`src/rtl/fp_div_if.sv`:
```
`timescale 1ns/1ps
`default_nettype none
// ============================================================================
// Module : fp_div_if
// Brief  : Operand/result bus and start/done handshake for the fp_div divider.
// Rev    : 1.0  initial release
// ============================================================================
interface fp_div_if;
    logic [31:0] A;
    logic [31:0] B;
    logic        start;
    logic [31:0] R;
    logic        done;
    logic        busy;
    logic        div_by_zero;
    logic        invalid;
    logic        overflow;
    logic        underflow;

    modport master (
        output A, B, start,
        input  R, done, busy, div_by_zero, invalid, overflow, underflow
    );

    modport slave (
        input  A, B, start,
        output R, done, busy, div_by_zero, invalid, overflow, underflow
    );
endinterface
`default_nettype wire

```
`src/rtl/fp_div.sv`:
```
`timescale 1ns/1ps
`default_nettype none
// ============================================================================
// Module : fp_div
// Brief  : IEEE-754 single-precision divider, sequential restoring mantissa
//          division, RNE rounding, denormals flushed. Optional macro
//          FP_DIV_EARLY_EXIT_EN stops iterating once the remainder is zero.
// Rev    : 1.0  initial release
// ============================================================================
module fp_div #(
    parameter int QBITS = 27
) (
    input  wire      clk,
    input  wire      rst,
    fp_div_if.slave  bus
);
    localparam int CW = $clog2(QBITS);
    localparam logic [31:0] C_QNAN = 32'h7FC0_0000;

    typedef enum logic [2:0] {
        S_IDLE  = 3'd0,
        S_LOAD  = 3'd1,
        S_DIV   = 3'd2,
        S_NORM  = 3'd3,
        S_ROUND = 3'd4,
        S_DONE  = 3'd5
    } state_t;

    state_t            r_state, w_next_state;
    logic [31:0]       r_a, r_b;
    logic              r_sign;
    logic [9:0]        r_exp;
    logic [24:0]       r_rem;
    logic [23:0]       r_div;
    logic [QBITS-1:0]  r_q;
    logic [CW-1:0]     r_cnt;
    logic [23:0]       r_mant;
    logic              r_guard, r_sticky;
    logic [31:0]       r_r;
    logic              r_done, r_busy;
    logic              r_dbz, r_inv, r_ovf, r_unf;

    logic              w_accept;
    logic              w_a_max, w_b_max, w_a_zero, w_b_zero, w_special;
    logic              w_ge, w_early, w_last;
    logic [24:0]       w_rem_sub;
    logic [QBITS-1:0]  w_q_next;
    logic              w_inc;
    logic [24:0]       w_sum;
    logic [23:0]       w_mant_r;
    logic [9:0]        w_exp_r;

    assign bus.R           = r_r;
    assign bus.done        = r_done;
    assign bus.busy        = r_busy;
    assign bus.div_by_zero = r_dbz;
    assign bus.invalid     = r_inv;
    assign bus.overflow    = r_ovf;
    assign bus.underflow   = r_unf;

    // DONE spends one cycle raising done before a new start can be taken
    assign w_accept  = bus.start && !r_busy && (r_state == S_IDLE || r_state == S_DONE);
    assign w_a_max   = &r_a[30:23];
    assign w_b_max   = &r_b[30:23];
    assign w_a_zero  = (r_a[30:23] == 8'd0);
    assign w_b_zero  = (r_b[30:23] == 8'd0);
    assign w_special = w_a_max || w_b_max || w_a_zero || w_b_zero;

    assign w_ge      = (r_rem >= {1'b0, r_div});
    assign w_rem_sub = w_ge ? (r_rem - {1'b0, r_div}) : r_rem;
    assign w_q_next  = {r_q[QBITS-2:0], w_ge};
    assign w_last    = (r_cnt == CW'(QBITS - 1));
`ifdef FP_DIV_EARLY_EXIT_EN
    assign w_early   = (w_rem_sub == 25'd0);
`else
    assign w_early   = 1'b0;
`endif

    assign w_inc    = r_guard && (r_sticky || r_mant[0]);
    assign w_sum    = {1'b0, r_mant} + {24'd0, w_inc};
    assign w_mant_r = w_sum[24] ? w_sum[24:1] : w_sum[23:0];
    assign w_exp_r  = r_exp + {9'd0, w_sum[24]};

    always_ff @(posedge clk) begin
        if (!rst) r_state <= S_IDLE;
        else      r_state <= w_next_state;
    end

    always_comb begin
        w_next_state = r_state;
        case (r_state)
            S_IDLE, S_DONE: if (w_accept) w_next_state = S_LOAD;
            S_LOAD:         w_next_state = w_special ? S_DONE : S_DIV;
            S_DIV:          if (w_last || w_early) w_next_state = S_NORM;
            S_NORM:         w_next_state = S_ROUND;
            S_ROUND:        w_next_state = S_DONE;
            default:        w_next_state = S_IDLE;
        endcase
    end

    always_ff @(posedge clk) begin
        if (!rst) begin
            r_a <= '0;  r_b <= '0;  r_sign <= 1'b0;  r_exp <= '0;
            r_rem <= '0;  r_div <= '0;  r_q <= '0;  r_cnt <= '0;
            r_mant <= '0;  r_guard <= 1'b0;  r_sticky <= 1'b0;
            r_r <= '0;  r_done <= 1'b0;  r_busy <= 1'b0;
            r_dbz <= 1'b0;  r_inv <= 1'b0;  r_ovf <= 1'b0;  r_unf <= 1'b0;
        end else begin
            case (r_state)
                S_IDLE, S_DONE: begin
                    if (w_accept) begin
                        r_a <= bus.A;  r_b <= bus.B;
                        r_done <= 1'b0;  r_busy <= 1'b1;
                        r_dbz <= 1'b0;  r_inv <= 1'b0;  r_ovf <= 1'b0;  r_unf <= 1'b0;
                    end else if (r_state == S_DONE) begin
                        r_done <= 1'b1;
                        r_busy <= 1'b0;
                    end
                end
                S_LOAD: begin
                    r_sign <= r_a[31] ^ r_b[31];
                    r_exp  <= {2'b00, r_a[30:23]} - {2'b00, r_b[30:23]} + 10'd127;
                    r_rem  <= {2'b01, r_a[22:0]};
                    r_div  <= {1'b1, r_b[22:0]};
                    r_q    <= '0;
                    r_cnt  <= '0;
                    if (w_a_max || w_b_max || (w_a_zero && w_b_zero)) begin
                        r_r   <= C_QNAN;
                        r_inv <= 1'b1;
                    end else if (w_b_zero) begin
                        r_r   <= {r_a[31] ^ r_b[31], 8'hFF, 23'd0};
                        r_dbz <= 1'b1;
                    end else if (w_a_zero) begin
                        r_r   <= {r_a[31] ^ r_b[31], 31'd0};
                    end
                end
                S_DIV: begin
                    // remainder stays below the divisor, so the shift fits 25 bits
                    r_rem <= w_rem_sub << 1;
                    r_cnt <= r_cnt + 1'b1;
                    if (w_early) r_q <= w_q_next << (QBITS - 1 - int'(r_cnt));
                    else         r_q <= w_q_next;
                end
                S_NORM: begin
                    if (r_q[QBITS-1]) begin
                        r_mant   <= r_q[QBITS-1 -: 24];
                        r_guard  <= r_q[QBITS-25];
                        r_sticky <= (|r_q[QBITS-26:0]) || (r_rem != 25'd0);
                    end else begin
                        r_mant   <= r_q[QBITS-2 -: 24];
                        r_guard  <= r_q[QBITS-26];
                        r_sticky <= (|r_q[QBITS-27:0]) || (r_rem != 25'd0);
                        r_exp    <= r_exp - 10'd1;
                    end
                end
                S_ROUND: begin
                    r_exp <= w_exp_r;
                    if ($signed(w_exp_r) >= 10'sd255) begin
                        r_r   <= {r_sign, 8'hFF, 23'd0};
                        r_ovf <= 1'b1;
                    end else if ($signed(w_exp_r) <= 10'sd0) begin
                        r_r   <= {r_sign, 31'd0};
                        r_unf <= 1'b1;
                    end else begin
                        r_r   <= {r_sign, w_exp_r[7:0], w_mant_r[22:0]};
                    end
                end
                default: ;
            endcase
        end
    end
endmodule
`default_nettype wire

```
`src/flat_wrapper.sv`:
```
// flat-port wrapper written by rule: the top's interface ports become plain ports
module fp_div_flat 
#(
    parameter int QBITS = 27
)
  (clk, rst, bus_A, bus_B, bus_start, bus_R, bus_done, bus_busy, bus_div_by_zero, bus_invalid, bus_overflow, bus_underflow);
  fp_div_if bus_i ();
  input  wire clk;
  input  wire rst;
  input wire logic [$bits(bus_i.A)-1:0] bus_A;
  input wire logic [$bits(bus_i.B)-1:0] bus_B;
  input wire logic [$bits(bus_i.start)-1:0] bus_start;
  output wire logic [$bits(bus_i.R)-1:0] bus_R;
  output wire logic [$bits(bus_i.done)-1:0] bus_done;
  output wire logic [$bits(bus_i.busy)-1:0] bus_busy;
  output wire logic [$bits(bus_i.div_by_zero)-1:0] bus_div_by_zero;
  output wire logic [$bits(bus_i.invalid)-1:0] bus_invalid;
  output wire logic [$bits(bus_i.overflow)-1:0] bus_overflow;
  output wire logic [$bits(bus_i.underflow)-1:0] bus_underflow;
  assign bus_i.A = bus_A;
  assign bus_i.B = bus_B;
  assign bus_i.start = bus_start;
  assign bus_R = bus_i.R;
  assign bus_done = bus_i.done;
  assign bus_busy = bus_i.busy;
  assign bus_div_by_zero = bus_i.div_by_zero;
  assign bus_invalid = bus_i.invalid;
  assign bus_overflow = bus_i.overflow;
  assign bus_underflow = bus_i.underflow;
  fp_div #(.QBITS(QBITS)) u_core (.clk(clk), .rst(rst), .bus(bus_i));
endmodule
```
`config.mk`:
```
export PLATFORM = sky130hd
export DESIGN_NAME = fp_div_flat
export DESIGN_NICKNAME = d
export VERILOG_FILES = /design/src/rtl/fp_div_if.sv /design/src/rtl/fp_div.sv /design/src/flat_wrapper.sv
export SDC_FILE = /design/constraint.sdc
export NUM_CORES = 1
export LEC_CHECK = 0
export CAP_MARGIN = 5
export CORE_MARGIN = 2
export CORE_UTILIZATION = 50
export DETAILED_ROUTE_END_ITERATION = 12
export DONT_BUFFER_PORTS = 1
export GPL_ROUTABILITY_DRIVEN = 0
export HOLD_SLACK_MARGIN = 0.1
export PLACE_DENSITY_LB_ADDON = 0.3
export SLEW_MARGIN = 10
export SYNTH_ARGS = -nofsm -noshare
export SYNTH_HDL_FRONTEND = slang
export SYNTH_SLANG_ARGS = --single-unit
export TNS_END_PERCENT = 30
```
`constraint.sdc`:
```
create_clock -name clk -period 6.5 [get_ports clk]
set_clock_uncertainty 0.05 [all_clocks]
set_input_delay 1.625 -clock clk [delete_from_list [all_inputs] [get_ports clk]]
set_output_delay 1.625 -clock clk [all_outputs]
set_load 0.005 [all_outputs]
```
* After elaboration in Yosys (flattened, before gate mapping)
Cells that the tools add are included.
** Operators by class
- Mux-type cells :: 35
- Eq/ne operators :: 16
- Reduce and logical (&&, ||, !) cells :: 36
- Bitwise logic cells :: 1
- Magnitude comparators :: 3
- $add $sub $neg :: 7
** Operators with widths (number)
- $mux 32 :: 3
- $pmux 32 s2 :: 1
- $mux 31 :: 2
- $pmux 27 s2 :: 1
- $pmux 25 s2 :: 1
- $mux 24 :: 2
- $pmux 10 s3 :: 1
- $add 24x1->25 :: 1
- $ge 25x24->1 :: 1
- $reduce_bool 25->1 :: 1
- $sub 24x24->24 :: 1
- $mux 23 :: 1
- $logic_not 8->1 :: 2
- $reduce_and 8->1 :: 2
- $pmux 3 s5 :: 1
- $mux 1 :: 13
- $ne 2x1->1 const B :: 6
- $add 10x1->10 :: 1
- $add 10x7->10 const B :: 1
- $ge 10x9->1 const B :: 1
- $le 10x1->1 const B :: 1
- $mux 10 :: 1
- $pmux 5 s2 :: 1
- $reduce_and 2->1 :: 5
- other kinds (21) :: 47
** Storage, ports and cells
- Output and inout bits :: 38
- Word-level logic and storage cells :: 117
- Bits of input ports :: 67
- Bits in registers :: 223

* Longest topological paths before layout
- Depth in word-level cells :: 8
- Mapped depth :: 19

* Least setup slack after synthesis
Ideal clock, no wire load.
- Path kind :: reg-to-reg
- From :: register u_core.r_mant[0]
- To :: register u_core.r_r[10] (netlist: u_core.bus.R[10])
- Data arrival time :: 3.744 ns
- Data required time :: 6.333 ns
- Cell stages (with the launch flop) :: 19
- Buffers on the path :: 1
- Slack :: 2.589 ns
- Period minus slack after synthesis :: 3.911 ns
- Cells stage by stage :: dfxtp_1 o21a_1 ha_1 ha_1 nand3_1 nor3_1 nand3_1 nor3_1 ha_1 ha_1 nand2_1 xnor2_1 o21ai_0 a31oi_1 o31ai_2 nor2_4 and3_1 buf_2 a22o_1
** Between the ends
- Longest elaborated chain between the ends :: 8
** RTL lines
- from (decl) :: RTL line fp_div.sv:37 : logic [23:0] r_mant;
- from (signal assigned) :: RTL line fp_div.sv:146 : r_mant <= r_q[QBITS-1 -: 24];
- from (signal assigned) :: RTL line fp_div.sv:150 : r_mant <= r_q[QBITS-2 -: 24];
- $logic_or 1x1->1 :: RTL line fp_div.sv:79 : assign w_inc = r_guard && (r_sticky || r_mant[0]);
- $logic_and 1x1->1 :: RTL line fp_div.sv:79
- $add 24x1->25 (*) :: RTL line fp_div.sv:80 : assign w_sum = {1'b0, r_mant} + {24'd0, w_inc};
- $add 10x1->10 :: RTL line fp_div.sv:82 : assign w_exp_r = r_exp + {9'd0, w_sum[24]};
- $le 10x1->1 :: RTL line fp_div.sv:161 : end else if ($signed(w_exp_r) <= 10'sd0) begin
- $mux 31 :: RTL line fp_div.sv:161
- $mux 31 (*) :: RTL line fp_div.sv:158 : if ($signed(w_exp_r) >= 10'sd255) begin
- $pmux 32 s2 (*) :: RTL line fp_div.sv:109 : case (r_state)
- to (signal assigned) :: RTL line fp_div.sv:159 : r_r <= {r_sign, 8'hFF, 23'd0};
- to (signal assigned) :: RTL line fp_div.sv:162 : r_r <= {r_sign, 31'd0};
- to (signal assigned) :: RTL line fp_div.sv:165 : r_r <= {r_sign, w_exp_r[7:0], w_mant_r[22:0]};
- to (decl) :: RTL line fp_div.sv:39 : logic [31:0] r_r;
Mark *: on every way between the ends. The rest lies on a longest branch, timed or not.
A chain may end at the register's enable or synchronous reset.

* Final worst setup path
- From :: register u_core.r_mant[0]
- To :: register u_core.r_r[3] (netlist: u_core.bus.R[3])
Same word-level chain as after synthesis.

==> impl_metrics.json <==
{
  "outcome": "finished clean",
  "synth-xor-area-share_pct": 4.676,
  "post-route-period-util_pct": 77.47,
  "cts_tree": "yes",
  "antenna_found_initial": 0,
  "insertion_delay_ns": 0.52,
  "r2r_end": "u_core.bus.R[3]",
  "cts_buffers": 24,
  "final_cell_count_no_fill": 1706,
  "synthTopCellsByCount": "nand2_1, dfxtp_1, a21oi_1",
  "antenna_cells": 0,
  "portBuffers": 0,
  "cts_root_buffer": "clkbuf_16",
  "synthAdderAreaFrac_pct": 4.841,
  "criticalPathCategory": "flip-flop to flip-flop",
  "fin_ws_ns": 1.464,
  "muxShareOfSynthArea_pct": 2.475,
  "numClockSinks": 223,
  "pre_cts_ws_ns": 1.502,
  "synth_top_area_cell": "dfxtp_1",
  "grt_util_all_layers_pct": 21.93,
  "final_max_slew_viol_count": 0,
  "vias": 9799,
  "wire_per_inst_um": 15.68,
  "yosys.area_share.simple_pct": 21.75,
  "worst_r2r_path_depth": 17,
  "cts.htree.levels": 1,
  "antenna_left": 0,
  "syn_area_um2": 11420,
  "end_kind": "flip-flop",
  "syn-mean-instance-area_um2": 7.788,
  "worst_pin_slew_ns": 1.093,
  "cts_hold_buf": 0,
  "rsz0062_at_grt": "false",
  "syn_inst": 1467,
  "placement_rows": 55,
  "dp_cells": 1666,
  "die_h_um": 155.2,
  "r2r_setup_slack_ns": 1.46,
  "final_area_um2": 12270,
  "power.density_nw_per_um2": 540.6,
  "die_w_um": 155.2,
  "min_period_ns": 5.036,
  "synth_seq_cells": 223,
  "drive_gt1_share_pct": 5.419,
  "nets": 1517,
  "start_util_pct": 50.77,
  "grt_busiest_layer": "met2",
  "ios": 105,
  "postPlaceCellArea_um2": 11490,
  "routed_wl_um": 26740,
  "timing.rr.start": "u_core.r_mant[0]",
  "slowest_delay_ns": 0.63,
  "finalHoldViolations": 0,
  "fill_cells": 2150,
  "syn2layout_area_growth_pct": 7.359,
  "ys_seq_area_share_pct": 39.08,
  "synth_top_area_share_pct": 39.08,
  "core_um2": 22500,
  "synth_cell_types": 72,
  "startpoint": "u_core.r_mant[0]",
  "clockBufferDepth": 3,
  "path_buf_inv": 0,
  "yosys_warnings": 0,
  "synthFlopType": "dfxtp_1",
  "finalSetupViolations": 0,
  "worst_path_max_delay_cell": "nor3_1",
  "critPathLaunchType": "flip-flop",
  "path_clk_slew_ns": 0.06,
  "synth_top_family_by_area": "compound AO/OA/AOI/OAI gates",
  "path_delay_family": "simple AND/OR/NAND/NOR gates",
  "synth_compound_area_share_pct": 21.91,
  "crit_arrival_ns": 5.42,
  "worst_hold_slack_ns": 0.3931,
  "cap_violations": 0,
  "synth_edf_count": 0,
  "path_depth": 17,
  "yosysMostFrequentCell": "nand2_1",
  "crit_chain": "o21a_1 > ha_1 > ha_1 > nand3_1 > nor3_1 > nand3_1 > nor3_1 > ha_1 > and3_1 > and3_4 > nand3_1 > xor2_1 > o31ai_2 > nor2_4 > and3_1 > nand2b_1 > o21ai_0",
  "postCtsSetupBuffers": 0,
  "hpwlAfterDp_um": 18300,
  "grt_max_degree": 110,
  "ir_drop_v": 0.0004106,
  "max_clock_freq_mhz": 198.6,
  "required_ns": 6.89,
  "gr-total-overflow": 0,
  "met1_usage_pct": 29.31,
  "max-slew-margin-rel_pct": 27.15,
  "die_area_um2": 24070,
  "p_leak_nw": 4.405,
  "ys_async_sr_fraction_pct": 0,
  "syn_nets": 1577,
  "gr-usage-met2_pct": 36.51,
  "crit_end": "u_core.bus.R[3]",
  "globalRouteMet3Util_pct": 3.315,
  "final.setup.tns_ns": 0,
  "drt-initial-drc-count": 678,
  "vias_per_cell": 5.744,
  "first_pass_iters": 5,
  "grt_pass1_wl_um": 44640,
  "cp_max_fo": 13,
  "drcViolationCount": 0,
  "cts-resized-gates": 0,
  "ys_top_cells_by_area": "dfxtp_1, nand2_1, a21oi_1, nor2_1, ha_1",
  "grt_pass1_vias": 8994,
  "hold_class": "flip-flop to flip-flop"
}
==> layer usage <==
layer	share of wire, %	wire, um
met5	0	0
met4	3.1	835
met3	4.7	1260
met2	46	12370
met1	46	12280
==> power breakdown <==
group | total, mW | internal (mW) | switching (mW) | leakage, nW
Sequential | 1.88 | 1.61 | 0.267 | 1.81
Combinational | 3.41 | 1.33 | 2.08 | 2.22
Clock | 1.35 | 0.801 | 0.545 | 0.377
==> worst reg2reg max path, stage by stage, from the launching register on <==
cell      delay, ns
dfxtp_1        0.35
o21a_1         0.13
ha_1           0.20
ha_1           0.21
nand3_1        0.16
nor3_1         0.32
nand3_1        0.29
nor3_1         0.63
ha_1           0.26
and3_1         0.30
and3_4         0.26
nand3_1        0.09
xor2_1         0.28
o31ai_2        0.18
nor2_4         0.18
and3_1         0.49
nand2b_1       0.35
o21ai_0        0.22
==> state kept, by name, summed over array words and instances, names as in the netlist <==
register and count:
u_core.r_a 32, u_core.bus.invalid 1, u_core.r_div 24, u_core.bus.R 32, u_core.r_state 3, u_core.bus.overflow 1, u_core.r_sign 1, u_core.bus.busy 1
u_core.bus.done 1, u_core.r_rem 25, u_core.bus.underflow 1, u_core.r_b 32, u_core.r_q 27, u_core.r_guard 1, u_core.r_cnt 5, u_core.r_mant 24
u_core.bus.div_by_zero 1, u_core.r_exp 10, u_core.r_sticky 1
==> through the flow <==
step	power [mW]	utilization (%)
after floorplan	4.705	-
after global placement	5.237	51.07
after detailed placement	5.284	51.07
after CTS	6.648	54.48
after global routing	7.173	54.51
final	6.630	54.51
==> logic make-up (layout without fill, tap and decap cells) <==
family | after synthesis | after routing
AO/OA/AOI/OAI | 380 | 380
multiplexers | 28 | 28
AND/OR/NAND/NOR | 580 | 580
adder cells (fa/ha/maj) | 43 | 43
buffers and inverters | 152 | 106
flip-flops | 223 | 223
XOR/XNOR | 61 | 61
==> cells in the final DEF (no fill, tap or decap), types with 6 or more instances in the layout <==
master     count
a211oi_1      48
a21o_1         9
a21oi_1      140
a221oi_1       9
a22o_1         9
a22oi_1       33
a311oi_1      17
a31oi_1        9
and2_1         6
and3_1        15
buf_4         10
clkbuf_16     25
dfxtp_1      223
ha_1          41
inv_1         54
mux2i_1       26
nand2_1      302
nand2b_1       7
nand3_1       36
nand4_1       11
nor2_1       137
nor2b_1        6
nor3_1        20
nor4_1        13
o211ai_1      12
o21a_1         8
o21ai_0       37
o21ai_1       12
xnor2_1       32
xor2_1        29
==> layout make-up <==
cell class                      count  area [um^2]  share of cell area, %
Clock inverter                      8        96.34                 0.7855
Tap cell                          285        356.6                  2.907
Inverter                           56        212.7                  1.734
Clock buffer                       32        671.9                  5.478
Timing Repair Buffer               10        75.07                 0.6121
Sequential cell                   223         4464                  36.40
Multi-Input combinational cell   1092         6389                  52.09
==> worst min path at each step <==
stage               depth (start not counted)            from                to  slack [ns]
floorplan                                   2  u_core.r_b[10]  u_core.r_div[10]        0.38
detailed placement                          2   u_core.r_b[4]     u_core.r_b[4]        0.40
global placement                            2   u_core.r_b[4]   u_core.r_div[4]        0.39
CTS                                         2  u_core.r_b[11]  u_core.r_div[11]        0.40
global route                                2  u_core.r_b[11]  u_core.r_div[11]        0.42
finish                                      2  u_core.r_b[11]  u_core.r_div[11]        0.39
Note: power is estimated with default switching activity, not from simulation.
